$ cat src/rtl/term_uart_pkg.sv
// Shared types and constants for the terminal UART receiver: FSM states,
// oversampling constants and the prescaler divisor helper.
package term_uart_pkg;

  typedef enum logic [2:0] {
    IDLE,
    START,
    DATA,
    PARITY,
    STOP
  } rx_state_t;

  localparam int OS_RATE = 16;

  localparam logic [3:0] SAMPLE_A = 4'd7;
  localparam logic [3:0] SAMPLE_B = 4'd8;
  localparam logic [3:0] SAMPLE_C = 4'd9;

  // Rounded clocks-per-oversample-tick.
  function automatic int div_calc(input int clk_freq_hz, input int baud);
    return (clk_freq_hz + (OS_RATE / 2) * baud) / (OS_RATE * baud);
  endfunction

  function automatic logic maj3(input logic a, input logic b, input logic c);
    return (a & b) | (a & c) | (b & c);
  endfunction

endpackage

$ cat src/rtl/term_uart_fifo.sv
// Small synchronous byte FIFO; head is exposed combinationally and a push
// into a full FIFO is accepted only when a pop happens in the same cycle.
module term_uart_fifo #(
  parameter int DEPTH = 4
) (
  input  logic       clk,
  input  logic       rst_n,
  input  logic       push,
  input  logic [7:0] push_data,
  input  logic       pop,
  output logic [7:0] head,
  output logic       full,
  output logic       empty
);

  localparam int AW = $clog2(DEPTH);

  logic [7:0]  mem [DEPTH];
  logic [AW-1:0] wr_ptr;
  logic [AW-1:0] rd_ptr;
  logic [AW:0]   count;
  logic          do_push;
  logic          do_pop;

  assign full    = (count == (AW + 1)'(DEPTH));
  assign empty   = (count == '0);
  assign do_pop  = pop & ~empty;
  assign do_push = push & (~full | pop);
  assign head    = mem[rd_ptr];

  always_ff @(posedge clk or negedge rst_n) begin
    if (!rst_n) begin
      for (int i = 0; i < DEPTH; i++) mem[i] <= '0;
      wr_ptr <= '0;
      rd_ptr <= '0;
      count  <= '0;
    end else begin
      if (do_push) begin
        mem[wr_ptr] <= push_data;
        wr_ptr      <= wr_ptr + AW'(1);
      end
      if (do_pop) rd_ptr <= rd_ptr + AW'(1);
      case ({do_push, do_pop})
        2'b10:   count <= count + (AW + 1)'(1);
        2'b01:   count <= count - (AW + 1)'(1);
        default: count <= count;
      endcase
    end
  end

endmodule

$ cat src/rtl/term_uart_rx.sv
// term_uart_rx: 8N1 UART receiver, 16x oversampling with 2-of-3 mid-bit vote,
// byte FIFO on a valid/ready stream. Define TERM_UART_RX_PARITY_EN for 8E1.
module term_uart_rx
  import term_uart_pkg::*;
#(
  parameter int CLK_FREQ_HZ = 27_000_000,
  parameter int BAUD        = 115200,
  parameter int FIFO_DEPTH  = 4
) (
  input  logic       clk,
  input  logic       rst_n,
  input  logic       rx_i,
  output logic [7:0] rx_data,
  output logic       rx_valid,
  input  logic       rx_ready,
  output logic       frame_err,
  output logic       overrun,
`ifdef TERM_UART_RX_PARITY_EN
  output logic       parity_err,
`endif
  output logic       busy
);

  localparam int DIV = div_calc(CLK_FREQ_HZ, BAUD);
  localparam int PW  = (DIV > 1) ? $clog2(DIV) : 1;
  localparam logic [PW-1:0] DIV_LAST = PW'(DIV - 1);

  logic          rx_meta;
  logic          rx_s;
  logic          rx_d;
  rx_state_t     state;
  logic [PW-1:0] presc;
  logic [3:0]    os_cnt;
  logic [2:0]    bit_cnt;
  logic [7:0]    shreg;
  logic          s_a;
  logic          s_b;
  logic          armed;
  logic          tick;
  logic          decide;
  logic          maj;
  logic          start_det;
  logic          par_ok;
  logic          fifo_push;
  logic          fifo_pop;
  logic          fifo_full;
  logic          fifo_empty;
  logic [7:0]    fifo_head;

  always_ff @(posedge clk or negedge rst_n) begin
    if (!rst_n) begin
      rx_meta <= 1'b1;
      rx_s    <= 1'b1;
      rx_d    <= 1'b1;
    end else begin
      rx_meta <= rx_i;
      rx_s    <= rx_meta;
      rx_d    <= rx_s;
    end
  end

  assign tick      = (presc == DIV_LAST);
  assign decide    = tick && (os_cnt == SAMPLE_C);
  assign maj       = maj3(s_a, s_b, rx_s);
  // armed lets a start edge that lands during the stop bit still be caught.
  assign start_det = ~rx_s & (rx_d | armed);

`ifdef TERM_UART_RX_PARITY_EN
  logic par_bit;
  assign par_ok = ~(^{shreg, par_bit});
`else
  assign par_ok = 1'b1;
`endif

  assign fifo_pop  = rx_valid & rx_ready;
  assign fifo_push = (state == STOP) && decide && maj && par_ok;

  always_ff @(posedge clk or negedge rst_n) begin
    if (!rst_n) begin
      state      <= IDLE;
      presc      <= '0;
      os_cnt     <= '0;
      bit_cnt    <= '0;
      shreg      <= '0;
      s_a        <= 1'b1;
      s_b        <= 1'b1;
      armed      <= 1'b0;
      busy       <= 1'b0;
      frame_err  <= 1'b0;
      overrun    <= 1'b0;
`ifdef TERM_UART_RX_PARITY_EN
      par_bit    <= 1'b0;
      parity_err <= 1'b0;
`endif
    end else begin
      frame_err <= 1'b0;
      overrun   <= 1'b0;
`ifdef TERM_UART_RX_PARITY_EN
      parity_err <= 1'b0;
`endif
      if (tick) begin
        presc  <= '0;
        os_cnt <= os_cnt + 4'd1;
      end else begin
        presc  <= presc + PW'(1);
      end
      if (tick && os_cnt == SAMPLE_A) s_a <= rx_s;
      if (tick && os_cnt == SAMPLE_B) s_b <= rx_s;

      case (state)
        IDLE: begin
          if (rx_s) armed <= 1'b1;
          if (start_det) begin
            presc  <= '0;
            os_cnt <= '0;
            armed  <= 1'b0;
            busy   <= 1'b1;
            state  <= START;
          end
        end
        START: begin
          if (decide) begin
            if (!maj) begin
              bit_cnt <= '0;
              state   <= DATA;
            end else begin
              busy  <= 1'b0;
              state <= IDLE;
            end
          end
        end
        DATA: begin
          if (decide) begin
            shreg   <= {maj, shreg[7:1]};
            bit_cnt <= bit_cnt + 3'd1;
            if (bit_cnt == 3'd7) begin
`ifdef TERM_UART_RX_PARITY_EN
              state <= PARITY;
`else
              state <= STOP;
`endif
            end
          end
        end
`ifdef TERM_UART_RX_PARITY_EN
        PARITY: begin
          if (decide) begin
            par_bit <= maj;
            state   <= STOP;
          end
        end
`endif
        STOP: begin
          if (rx_s) armed <= 1'b1;
          if (decide) begin
            busy  <= 1'b0;
            state <= IDLE;
            if (!maj) frame_err <= 1'b1;
`ifdef TERM_UART_RX_PARITY_EN
            else if (!par_ok) parity_err <= 1'b1;
`endif
            else if (fifo_full && !fifo_pop) overrun <= 1'b1;
          end
        end
        default: begin
          busy  <= 1'b0;
          state <= IDLE;
        end
      endcase
    end
  end

  term_uart_fifo #(
    .DEPTH(FIFO_DEPTH)
  ) u_fifo (
    .clk      (clk),
    .rst_n    (rst_n),
    .push     (fifo_push),
    .push_data(shreg),
    .pop      (fifo_pop),
    .head     (fifo_head),
    .full     (fifo_full),
    .empty    (fifo_empty)
  );

  assign rx_valid = ~fifo_empty;
  assign rx_data  = fifo_head;

endmodule
$ cat config.mk
export PLATFORM = sky130hd
export DESIGN_NAME = term_uart_rx
export DESIGN_NICKNAME = d
export VERILOG_FILES = /design/src/rtl/term_uart_pkg.sv /design/src/rtl/term_uart_fifo.sv /design/src/rtl/term_uart_rx.sv
export SDC_FILE = /design/constraint.sdc
export NUM_CORES = 1
export LEC_CHECK = 0
export BUFFER_PORTS_ARGS = -buffer_cell sky130_fd_sc_hd__buf_2
export CAP_MARGIN = 20
export CORE_UTILIZATION = 45
export CTS_CLUSTER_SIZE = 12
export DETAILED_ROUTE_END_ITERATION = 8
export GPL_TIMING_DRIVEN = 0
export HOLD_SLACK_MARGIN = 0.15
export PLACE_DENSITY_LB_ADDON = 0.15
export SYNTH_ARGS = -nofsm -noshare
export SYNTH_HDL_FRONTEND = slang
export SYNTH_SLANG_ARGS = --single-unit
$ cat constraint.sdc
create_clock -name clk -period 2.8 [get_ports clk]
set_input_delay 0.42 -clock clk [delete_from_list [all_inputs] [get_ports clk]]
set_output_delay 0.42 -clock clk [all_outputs]
set_load 0.02 [all_outputs]
==> results of run 1 <==
==> power by group through the flow <==
stage	Combinational (W)	Sequential, W	Clock (W)
finish	0.000442	0.00120	0.00109
global route	0.000504	0.00121	0.00115
CTS	0.000451	0.00120	0.00111
detailed placement	0.000450	0.00122	0
global placement	0.000444	0.00121	0
floorplan	0.000350	0.00120	0
==> per-layer routing <==
layer	GRT usage	vias up	wire length, um
li1	-	927	-
met1	0.219	986	2650
met2	0.269	32	2660
met3	0.0339	11	163
met4	0.0849	0	130
met5	0	-	0
==> cell type report <==
cell class / instances / share of cell area
inverter: 12 / 0.0119
timing repair buffer: 15 / 0.0206
multi-input combinational: 152 / 0.386
clock buffer: 11 / 0.0375
tap: 96 / 0.0318
clock inverter: 5 / 0.0342
sequential: 70 / 0.466
buffer: 9 / 0.0119
==> layout by cell type (no fill, tap or decap), types with 2 or more instances in the layout <==
cell type and n:
a211oi_1 3, a21oi_1 10, and2_1 3, buf_2 17, buf_4 3, bufinv_16 4
clkbuf_1 4, clkbuf_8 10, dfrtp_1 65, dfstp_2 5, ha_1 10, inv_1 12
mux2_1 2, mux2_2 40, mux2i_1 2, mux4_2 8, nand2_1 13, nand3_1 2
nand4_1 2, nand4_4 4, nand4b_1 2, nor2_1 12, nor3_1 5, o21ai_0 2
xnor2_1 3, xor2_1 6
==> worst max path at each step <==
stage                      end  slack, ps  depth (start not counted)
5_1_grt        u_fifo.count[2]        230                          9
4_1_cts        u_fifo.count[2]        320                          9
2_1_floorplan  u_fifo.count[2]        500                          9
3_3_place_gp   u_fifo.count[2]        310                         10
3_5_place_dp   u_fifo.count[2]        300                         10
6_report       u_fifo.count[2]        350                          9
==> worst max-delay path: cells and delay by family, from the launching register on <==
family | cells | cell delay [ps]
buffers and inverters | 1 | 70
XOR/XNOR | 2 | 300
flip-flops | 1 | 420
adder cells (fa/ha/maj) | 2 | 610
AND/OR/NAND/NOR | 4 | 990
==> kinds of logic (layout without fill, tap and decap cells) <==
logic type      Yosys count  after routing
mux                      52             52
compound gates           19             19
simple gates             60             60
buf+inv                  21             52
xor+xnor                  9              9
fa+ha+maj                12             12
flops                    70             70
==> through the flow <==
| step | instances | total power (W) | util | setup slack (ps) | hold slack (ps) |
|---|---|---|---|---|---|
| 2_1_floorplan | 243 | 0.00155 | - | 499 | 124 |
| 5_1_grt | 370 | 0.00287 | 0.543 | 232 | 154 |
| 3_3_place_gp | 354 | 0.00166 | 0.504 | 308 | 347 |
| 4_1_cts | 370 | 0.00276 | 0.543 | 324 | 158 |
| 6_report | 370 | 0.00273 | 0.543 | 349 | 172 |
| 3_5_place_dp | 354 | 0.00167 | 0.505 | 297 | 347 |
==> sequential cells by signal, summed over array words and instances (netlist names), 2 cells and up <==
name / count
u_fifo.count: 3
u_fifo.rd_ptr: 2
bit_cnt: 3
presc: 4
u_fifo.wr_ptr: 2
shreg: 8
os_cnt: 4
state: 3
u_fifo.mem: 32
==> summary.txt, run 1 <==
Run status
  – Status: finished, final reports clean

Hold path
  – HP Class: input port to flip-flop
  – Hold Path Cell Cnt: 1
  – HP Start: rx_i
  – Worst Hold Endpoint: rx_meta

Synth
  – Post-synthesis adder-cell area fraction: 0.0469
  – EDFF count, synth: 0
  – Post-synth net total: 258
  – Ys Warns: 0
  – Synth top cells by count: 65 x dfrtp_1, 40 x mux2_2, 13 x nand2_1
  – XOR/XNOR Fraction of Synth Area: 0.0238
  – Avg Cell Area, Syn: 13.6 um^2
  – FFs w/ async S/R, synth: 1.00
  – Largest family of logic cells by synthesized area: multiplexers
  – Simple-gate area share of the yosys netlist: 0.131
  – Cell accounting for the most synthesized area: dfrtp_1
  – Syn Std Cell Area: 3310 um^2
  – Post-synthesis mux area share: 0.204
  – Synth area leaders: dfrtp_1 49%, mux2_2 14%, mux4_2 5.5%
  – #FFs+latches synth: 70
  – Register area share after synthesis: 0.532
  – Compound-Gate Fraction of Synth Area: 0.0360
  – Top-count cell post-synth: dfrtp_1
  – Cell count after synthesis: 243
  – Most used DFF post-synth: dfrtp_1
  – Synth top area share: 0.492
  – Distinct cells, synth: 48

Setup path
  – Slowest stage cell, crit path: or4b_1
  – WS Path Type: flip-flop to flip-flop
  – CP Capture Type: flip-flop
  – WP data required: roughly 3100 ps
  – Critical Path Source Type: flip-flop
  – Crit path from: u_fifo.count[0]
  – Reg2Reg Depth: 9
  – Cell seen most often among critical-path stages: xor2_1
  – R2R Path End: u_fifo.count[2]
  – Max FO, Critical Path: 4
  – Crit path DAT: 2730 ps
  – Reg2Reg Setup Slack: approximately 350 ps
  – Worst-path cell chain: or4b_1 > and3_1 > nand4_1 > ha_1 > inv_1 > fa_1 > xor2_1 > nor2_1 > xor2_1
  – RR Startpoint: u_fifo.count[0]
  – Max stage delay on crit path: a little under 600 ps

Floorplan
  – Die Y: 87.7 um
  – Core Box Area: 6940 um^2
  – Initial core utilization: 0.476
  – Die ar.: around 7700 um^2
  – IO Count: 16
  – Row count: 30
  – Die width: 87.7 um

Power
  – Clk pwr share: 0.399
  – Psw: 0.000723 W
  – Switching share of power: 0.265
  – Leakage: ~1.8 nW
  – P_int: between 0.002 and 0.0025 W
  – Worst IR Drop VDD: 367 uV
  – Sequential share of power: 0.439
  – PD cells: 723 nW/um^2
  – Logic gate share of total power: 0.162

CTS
  – Hold bufs inserted after CTS: 0
  – Post-CTS setup buffer count: 0
  – Clk root buf: clkbuf_8
  – Clk buf depth: 2
  – TritonCTS Buffers: 9
  – PostCTS Resize Cnt: 0
  – CTS tree: built
  – H-tree Lvls: 3
  – Clk_lat worst skew: ~350 ps
  – Worst-path clk slew: 80 ps
  – Clk sinks: 70

GRT
  – First-pass GRT wire length: 9480 um
  – Vias in the first global route: 1918
  – Grt total ovfl: 0
  – Initial antenna violation count: 0
  – GRT Overall Usage: 0.169
  – Largest net degree at the start of global routing: just over 70

Place
  – Placer's final routability congestion estimate: 0.761
  – I/O Buffers: 15
  – Post-DP HPWL: ~3700 um
  – Placed cell area: 3500 um^2

Routing
  – First-pass DRT Iterations: 4
  – DRT iter0 DRCs: 95
  – DRT Wirelength: 5610 um
  – Via count: 1956
  – Wirelength per Cell: 15.1 um
  – # DRC: 0
  – Via-to-Cell Ratio: 5.29
  – ANT nets after route: 0

STA
  – Final setup fails: 0
  – Final hold vios: 0
  – Final Skew: 12.0 ps
  – RSZ-0062 raised after global routing: false
  – Slew Viols, Final: 0
  – Final min period: 2450 ps
  – Slew HR: 0.424
  – Peak Freq: 408 MHz
  – Measured slew at the worst slew-check pin: 865 ps
  – Final clock period utilization by the worst path: 0.875
  – Setup TNS: 0 ps

Finish
  – Multi-input combinational cell area: roughly 1500 um^2
  – Antenna Cells: 0
  – Final net count: 284
  – Share of cells above drive strength 1: 0.361
  – Reg area: 1760 um^2
  – Fill cell count: 592
  – Synth-to-layout area growth: 14.2%
  – Cell area after layout: 3770 um^2

Run
  – MaxCap Viol Count: 0
Note: power is estimated with default switching activity, not from simulation.
==> run 2: changes to the inputs <==
--- a/config.mk
+++ b/config.mk
@@ -7,6 +7,7 @@
 export LEC_CHECK = 0
 export BUFFER_PORTS_ARGS = -buffer_cell sky130_fd_sc_hd__buf_2
 export CAP_MARGIN = 20
+export CORE_ASPECT_RATIO = 1.5
 export CORE_UTILIZATION = 45
 export CTS_CLUSTER_SIZE = 12
 export DETAILED_ROUTE_END_ITERATION = 8
==> run 2 against run 1 <==
Against the previous run:
- sequential power barely moved
- global-route usage grew 0.25 points
- largest power group unchanged
- sequential share of layout area rose by 1.2 points
- power is 14% lower
- highest routed layer unchanged
- count of clock-buffer cells in the layout decreased by 1
==> summary.txt, run 2 (same netlist as run 1, synthesis figures left out) <==
Place
  – I/O Buffers: 15
  – Placed cell area: around 3500 um^2
  – Post-DP HPWL: around 3700 um
  – Cell Count Post-Placement: approximately 360
  – Placer's final routability congestion estimate: between 0.7 and 0.8

Run status
  – Status: finished, final reports clean

GRT
  – Vias in the first global route: 1949
  – Largest net degree at the start of global routing: 71
  – Grt total ovfl: 0
  – GRT Overall Usage: 0.171
  – First-pass GRT wire length: around 9700 um
  – Initial antenna violation count: 0

Routing
  – # DRC: 0
  – DRT iter0 DRCs: 102
  – ANT nets after route: 0
  – First-pass DRT Iterations: 4
  – Wirelength per Cell: 15.2 um
  – Via count: 1928
  – Via-to-Cell Ratio: between 5 and 6
  – DRT Wirelength: 5640 um

Setup path
  – R2R Path End: u_fifo.count[2]
  – Worst-path cell chain: or4b_1 > and3_1 > nand4_1 > ha_1 > inv_1 > fa_1 > xor2_1 > nor2_1 > xor2_1
  – Critical Path Source Type: flip-flop
  – Reg2Reg Depth: 9
  – Cell seen most often among critical-path stages: xor2_1
  – CP Capture Type: flip-flop
  – WS Path Type: flip-flop to flip-flop
  – Max stage delay on crit path: 590 ps
  – Cell family with most CP delay: simple AND/OR/NAND/NOR gates
  – Max FO, Critical Path: 4
  – WP data required: 3070 ps
  – Slowest stage cell, crit path: or4b_1
  – Reg2Reg Setup Slack: between 300 and 400 ps
  – Crit path DAT: ~2800 ps
  – RR Startpoint: u_fifo.count[0]
  – Worst path bufs/invs: 1

STA
  – Final hold vios: 0
  – Final min period: 2480 ps
  – Peak Freq: 403 MHz
  – Slew Viols, Final: 0
  – RSZ-0062 raised after global routing: false
  – Slew HR: 0.428
  – Setup TNS: 0 ps
  – Final Skew: 7.72 ps
  – Measured slew at the worst slew-check pin: 858 ps
  – Final setup fails: 0
  – Final clock period utilization by the worst path: 0.887

Finish
  – Synth-to-layout area growth: 11.4%
  – Biggest regs: u_fifo.mem x32, shreg x8
  – Largest Register: u_fifo.mem
  – Share of cells above drive strength 1: 0.360
  – Antenna Cells: 0
  – Cell area after layout: around 3700 um^2
  – Final instance count without filler cells: 372
  – Final net count: 285
  – Commonest cells after routing, fill and taps aside: 65 x dfrtp_1, 40 x mux2_2, 17 x buf_2
  – Commonest non-fill, non-tap cell in the layout: dfrtp_1
  – Number of flip-flops in the largest register: 32

Hold path
  – HP Class: input port to async pin

Power
  – Logic gate share of total power: 0.190
  – Psw: 0.000722 W
  – Overall power consumption: 0.00233 W
  – Switching share of power: 0.309
  – PD cells: roughly 630 nW/um^2
  – Leakage: 1.78 nW
  – Clk pwr share: 0.298
  – Sequential share of power: 0.513
  – Worst IR Drop VDD: 424 uV
  – P_int: ~0.0016 W

CTS
  – CTS tree: built
  – Clk buf depth: 2
  – TritonCTS Buffers: 9
  – H-tree Lvls: 3
  – Clk sinks: 70
  – Worst-path clk slew: 80 ps
  – Clk_lat worst skew: 340 ps
  – Clk root buf: clkbuf_8

Floorplan
  – Core Box Area: 6990 um^2
  – Die ar.: 7700 um^2
  – Initial core utilization: 0.473
  – Die Y: about 110 um
  – IO Count: 16
  – Row count: 37
  – Die width: 72.0 um

Run
  – MaxCap Viol Count: 0
-- run 2: timing repair --
item | 4_1_cts | 5_1_grt
setup buffers | 0 | 0
resized for setup | 0 | 0
hold endpoints to repair | 0 | 1
hold buffers | 0 | 1
-- run 2: area by class of cell --
cell class	count	area [um^2]
buffer	9	45.0
clock buffer	10	128
clock inverter	6	38.8
fill	606	3310
inverter	12	45.0
multi-input combinational	152	1460
sequential	70	1760
tap	97	121
timing repair buffer	16	87.6
-- run 2: power groups by stage --
stage	sequential, W	clock, W	combinational, W
after floorplan	0.00120	0	0.000350
after global placement	0.00122	0	0.000447
after detailed placement	0.00121	0	0.000457
after CTS	0.00120	0.000712	0.000451
after global routing	0.00121	0.000757	0.000495
final	0.00120	0.000695	0.000442
-- run 2: worst register-to-register path, stage by stage (launching register included) --
cell and delay (ps):
dfrtp_1 410, or4b_1 590, and3_1 210, nand4_1 100
ha_1 190, inv_1 70, fa_1 430, xor2_1 150
nor2_1 110, xor2_1 150
-- run 2: worst max path at each step --
stage	startpoint	endpoint	depth (start not counted)
after floorplan	u_fifo.count[0]	u_fifo.count[2]	9
after global placement	rx_ready	u_fifo.count[2]	10
after detailed placement	rx_ready	u_fifo.count[2]	10
after CTS	u_fifo.count[0]	u_fifo.count[2]	9
after global routing	u_fifo.count[0]	u_fifo.count[2]	9
final	u_fifo.count[0]	u_fifo.count[2]	9
-- run 2: layer usage --
| metal | global-route usage | routed length, um | up-vias |
|---|---|---|---|
| met3 | 0.0310 | 110 | 10 |
| li1 | - | - | 929 |
| met5 | 0 | 0 | - |
| met2 | 0.296 | 3010 | 21 |
| met1 | 0.198 | 2400 | 968 |
| met4 | 0.0924 | 118 | 0 |
-- run 2: metrics by stage --
step	setup WS, ps	util	hold WS [ps]
4_1_cts	293	0.525	155
5_1_grt	139	0.527	257
6_report	317	0.527	196
3_3_place_gp	279	0.501	346
3_5_place_dp	250	0.501	348
2_1_floorplan	499	-	124
==> run 3: changes to the inputs <==
--- a/config.mk
+++ b/config.mk
@@ -14,6 +14,7 @@
 export GPL_TIMING_DRIVEN = 0
 export HOLD_SLACK_MARGIN = 0.15
 export PLACE_DENSITY_LB_ADDON = 0.15
+export SETUP_SLACK_MARGIN = 0.4
 export SYNTH_ARGS = -nofsm -noshare
 export SYNTH_HDL_FRONTEND = slang
 export SYNTH_SLANG_ARGS = --single-unit
==> run 3 against run 2 <==
Against the previous run:
- maximum frequency is 9.1% higher
- combinational power is 12% higher
- power is 2.1% higher
- largest power group unchanged
- critical path depth stayed put
- sequential power hardly changed
- die area stayed put
- sequential share of layout area is 0.66 points lower
- clock skew hardly changed
- register-to-register slack better by 210 ps
==> summary.txt, run 3 (same netlist as run 1, synthesis figures left out) <==
Setup path
  – Reg2Reg Setup Slack: 520 ps
  – RR Startpoint: u_fifo.count[1]
  – Worst-path cell chain: or4b_4 > and3_4 > nand4_1 > ha_2 > inv_2 > fa_2 > xor2_1 > nor2_1 > xor2_1
  – Worst path bufs/invs: 1
  – WP data required: 3070 ps
  – Critical Path Source Type: flip-flop
  – Crit path DAT: 2540 ps
  – Max stage delay on crit path: 560 ps
  – Reg2Reg Depth: 9
  – R2R Path End: u_fifo.count[2]
  – WS Path Type: flip-flop to flip-flop
  – Slowest stage cell, crit path: or4b_4
  – Max FO, Critical Path: 3
  – CP Capture Type: flip-flop
  – Cell seen most often among critical-path stages: xor2_1
  – Cell family with most CP delay: simple AND/OR/NAND/NOR gates

CTS
  – Clk buf depth: 2
  – Clk root buf: clkbuf_8
  – Clk sinks: 70
  – CTS tree: built
  – TritonCTS Buffers: 9
  – Worst-path clk slew: roughly 70 ps
  – H-tree Lvls: 3
  – Clk_lat worst skew: 340 ps

GRT
  – Largest net degree at the start of global routing: 71
  – GRT Overall Usage: 0.173
  – Initial antenna violation count: 0
  – Vias in the first global route: around 2000
  – First-pass GRT wire length: 9820 um
  – Grt total ovfl: 0

STA
  – Final clock period utilization by the worst path: 0.813
  – Slew Viols, Final: 0
  – Slew HR: 0.423
  – Final min period: 2280 ps
  – RSZ-0062 raised after global routing: true
  – Final hold vios: 0
  – Final Skew: 8.03 ps
  – Setup TNS: 0 ps
  – Peak Freq: 440 MHz
  – Measured slew at the worst slew-check pin: 865 ps
  – Final setup fails: 0

Finish
  – Commonest cells after routing, fill and taps aside: 65 x dfrtp_1, 40 x mux2_2, 17 x buf_2
  – Share of cells above drive strength 1: 0.389
  – Biggest regs: u_fifo.mem x32, shreg x8
  – Multi-input combinational cell area: 1470 um^2
  – Fill cell count: 602
  – Reg area: 1760 um^2
  – Antenna Cells: 0
  – Core Util, Final: 0.534
  – Number of flip-flops in the largest register: 32
  – Largest Register: u_fifo.mem
  – Synth-to-layout area growth: 12.9%
  – Final net count: 290
  – Commonest non-fill, non-tap cell in the layout: dfrtp_1

Floorplan
  – Die Y: 107 um
  – Die ar.: a little under 8000 um^2
  – IO Count: 16
  – Die width: 72.0 um
  – Row count: 37
  – Initial core utilization: 0.473
  – Core Box Area: about 7000 um^2

Routing
  – ANT nets after route: 0
  – Wirelength per Cell: 15.2 um
  – Via count: 1932
  – DRT Wirelength: 5740 um
  – DRT iter0 DRCs: 103
  – First-pass DRT Iterations: 4
  – # DRC: 0
  – Via-to-Cell Ratio: 5.12

Power
  – Leakage: roughly 1.8 nW
  – Worst IR Drop VDD: approximately 430 uV
  – PD cells: 638 nW/um^2

Run status
  – Status: finished, final reports clean

Run
  – MaxCap Viol Count: 0

Hold path
  – HP Class: input port to async pin

Place
  – Placer's final routability congestion estimate: 0.703
  – Post-DP HPWL: 3740 um
  – I/O Buffers: 15
[run 3: cell type report]
class                           count  area share
Clock buffer                       10      0.0342
Clock inverter                      6      0.0104
Timing Repair Buffer               21      0.0335
Buffer                              9      0.0121
Tap cell                           97      0.0325
Inverter                           12      0.0121
Sequential cell                    70       0.471
Multi-Input combinational cell    152       0.394
[run 3: worst max path at each step]
stage                    startpoint               to  slack (ps)  cells after the start
detailed placement         rx_ready  u_fifo.count[2]         250                     10
floorplan           u_fifo.count[0]  u_fifo.count[2]         500                      9
global route        u_fifo.count[1]  u_fifo.count[2]         390                      9
global placement           rx_ready  u_fifo.count[2]         280                     10
finish              u_fifo.count[1]  u_fifo.count[2]         520                      9
CTS                 u_fifo.count[1]  u_fifo.count[2]         450                      9
[run 3: where the power goes]
group | total [W] | internal [W] | leakage [nW] | switching, W
clock | 0.000694 | 0.000318 | 0.0820 | 0.000376
combinational | 0.000495 | 0.000227 | 0.800 | 0.000268
sequential | 0.00119 | 0.00110 | 0.919 | 0.0000904
total | 0.00238 | 0.00165 | 1.80 | 0.000735
[run 3: worst register-to-register path: stages, from the launching register on]
cell and delay (ps):
dfrtp_1 390, or4b_4 560, and3_4 190, nand4_1 100, ha_2 190, inv_2 40
fa_2 320, xor2_1 140, nor2_1 110, xor2_1 150
[run 3: per-stage QoR]
stage          std cells  setup slack (ps)  hold slack (ps)  power (W)  area, um^2
2_1_floorplan        243               499              124    0.00155        3310
3_3_place_gp         355               279              346    0.00166        3500
3_5_place_dp         355               250              348    0.00167        3500
4_1_cts              375               446              155    0.00240        3710
5_1_grt              377               385              257    0.00252        3730
6_report             377               525              193    0.00238        3730
[run 3: per-layer routing]
layer	routed length [um]	track usage	up-vias	part of all wire
met5	0	0	-	0
met4	110	0.0924	0	0.019
met3	95	0.0310	8	0.017
met2	3080	0.301	20	0.54
met1	2460	0.199	972	0.43
li1	-	-	932	-
[run 3: what timing repair did]
item / 4_1_cts / 5_1_grt
pin swaps: 5 / 5
resized for setup: 3 / 2
hold buffers: 0 / 1
cloned: 0 / 0
buffers inserted: 4 / 1
setup endpoints to repair: 1 / 1
hold endpoints to repair: 0 / 1
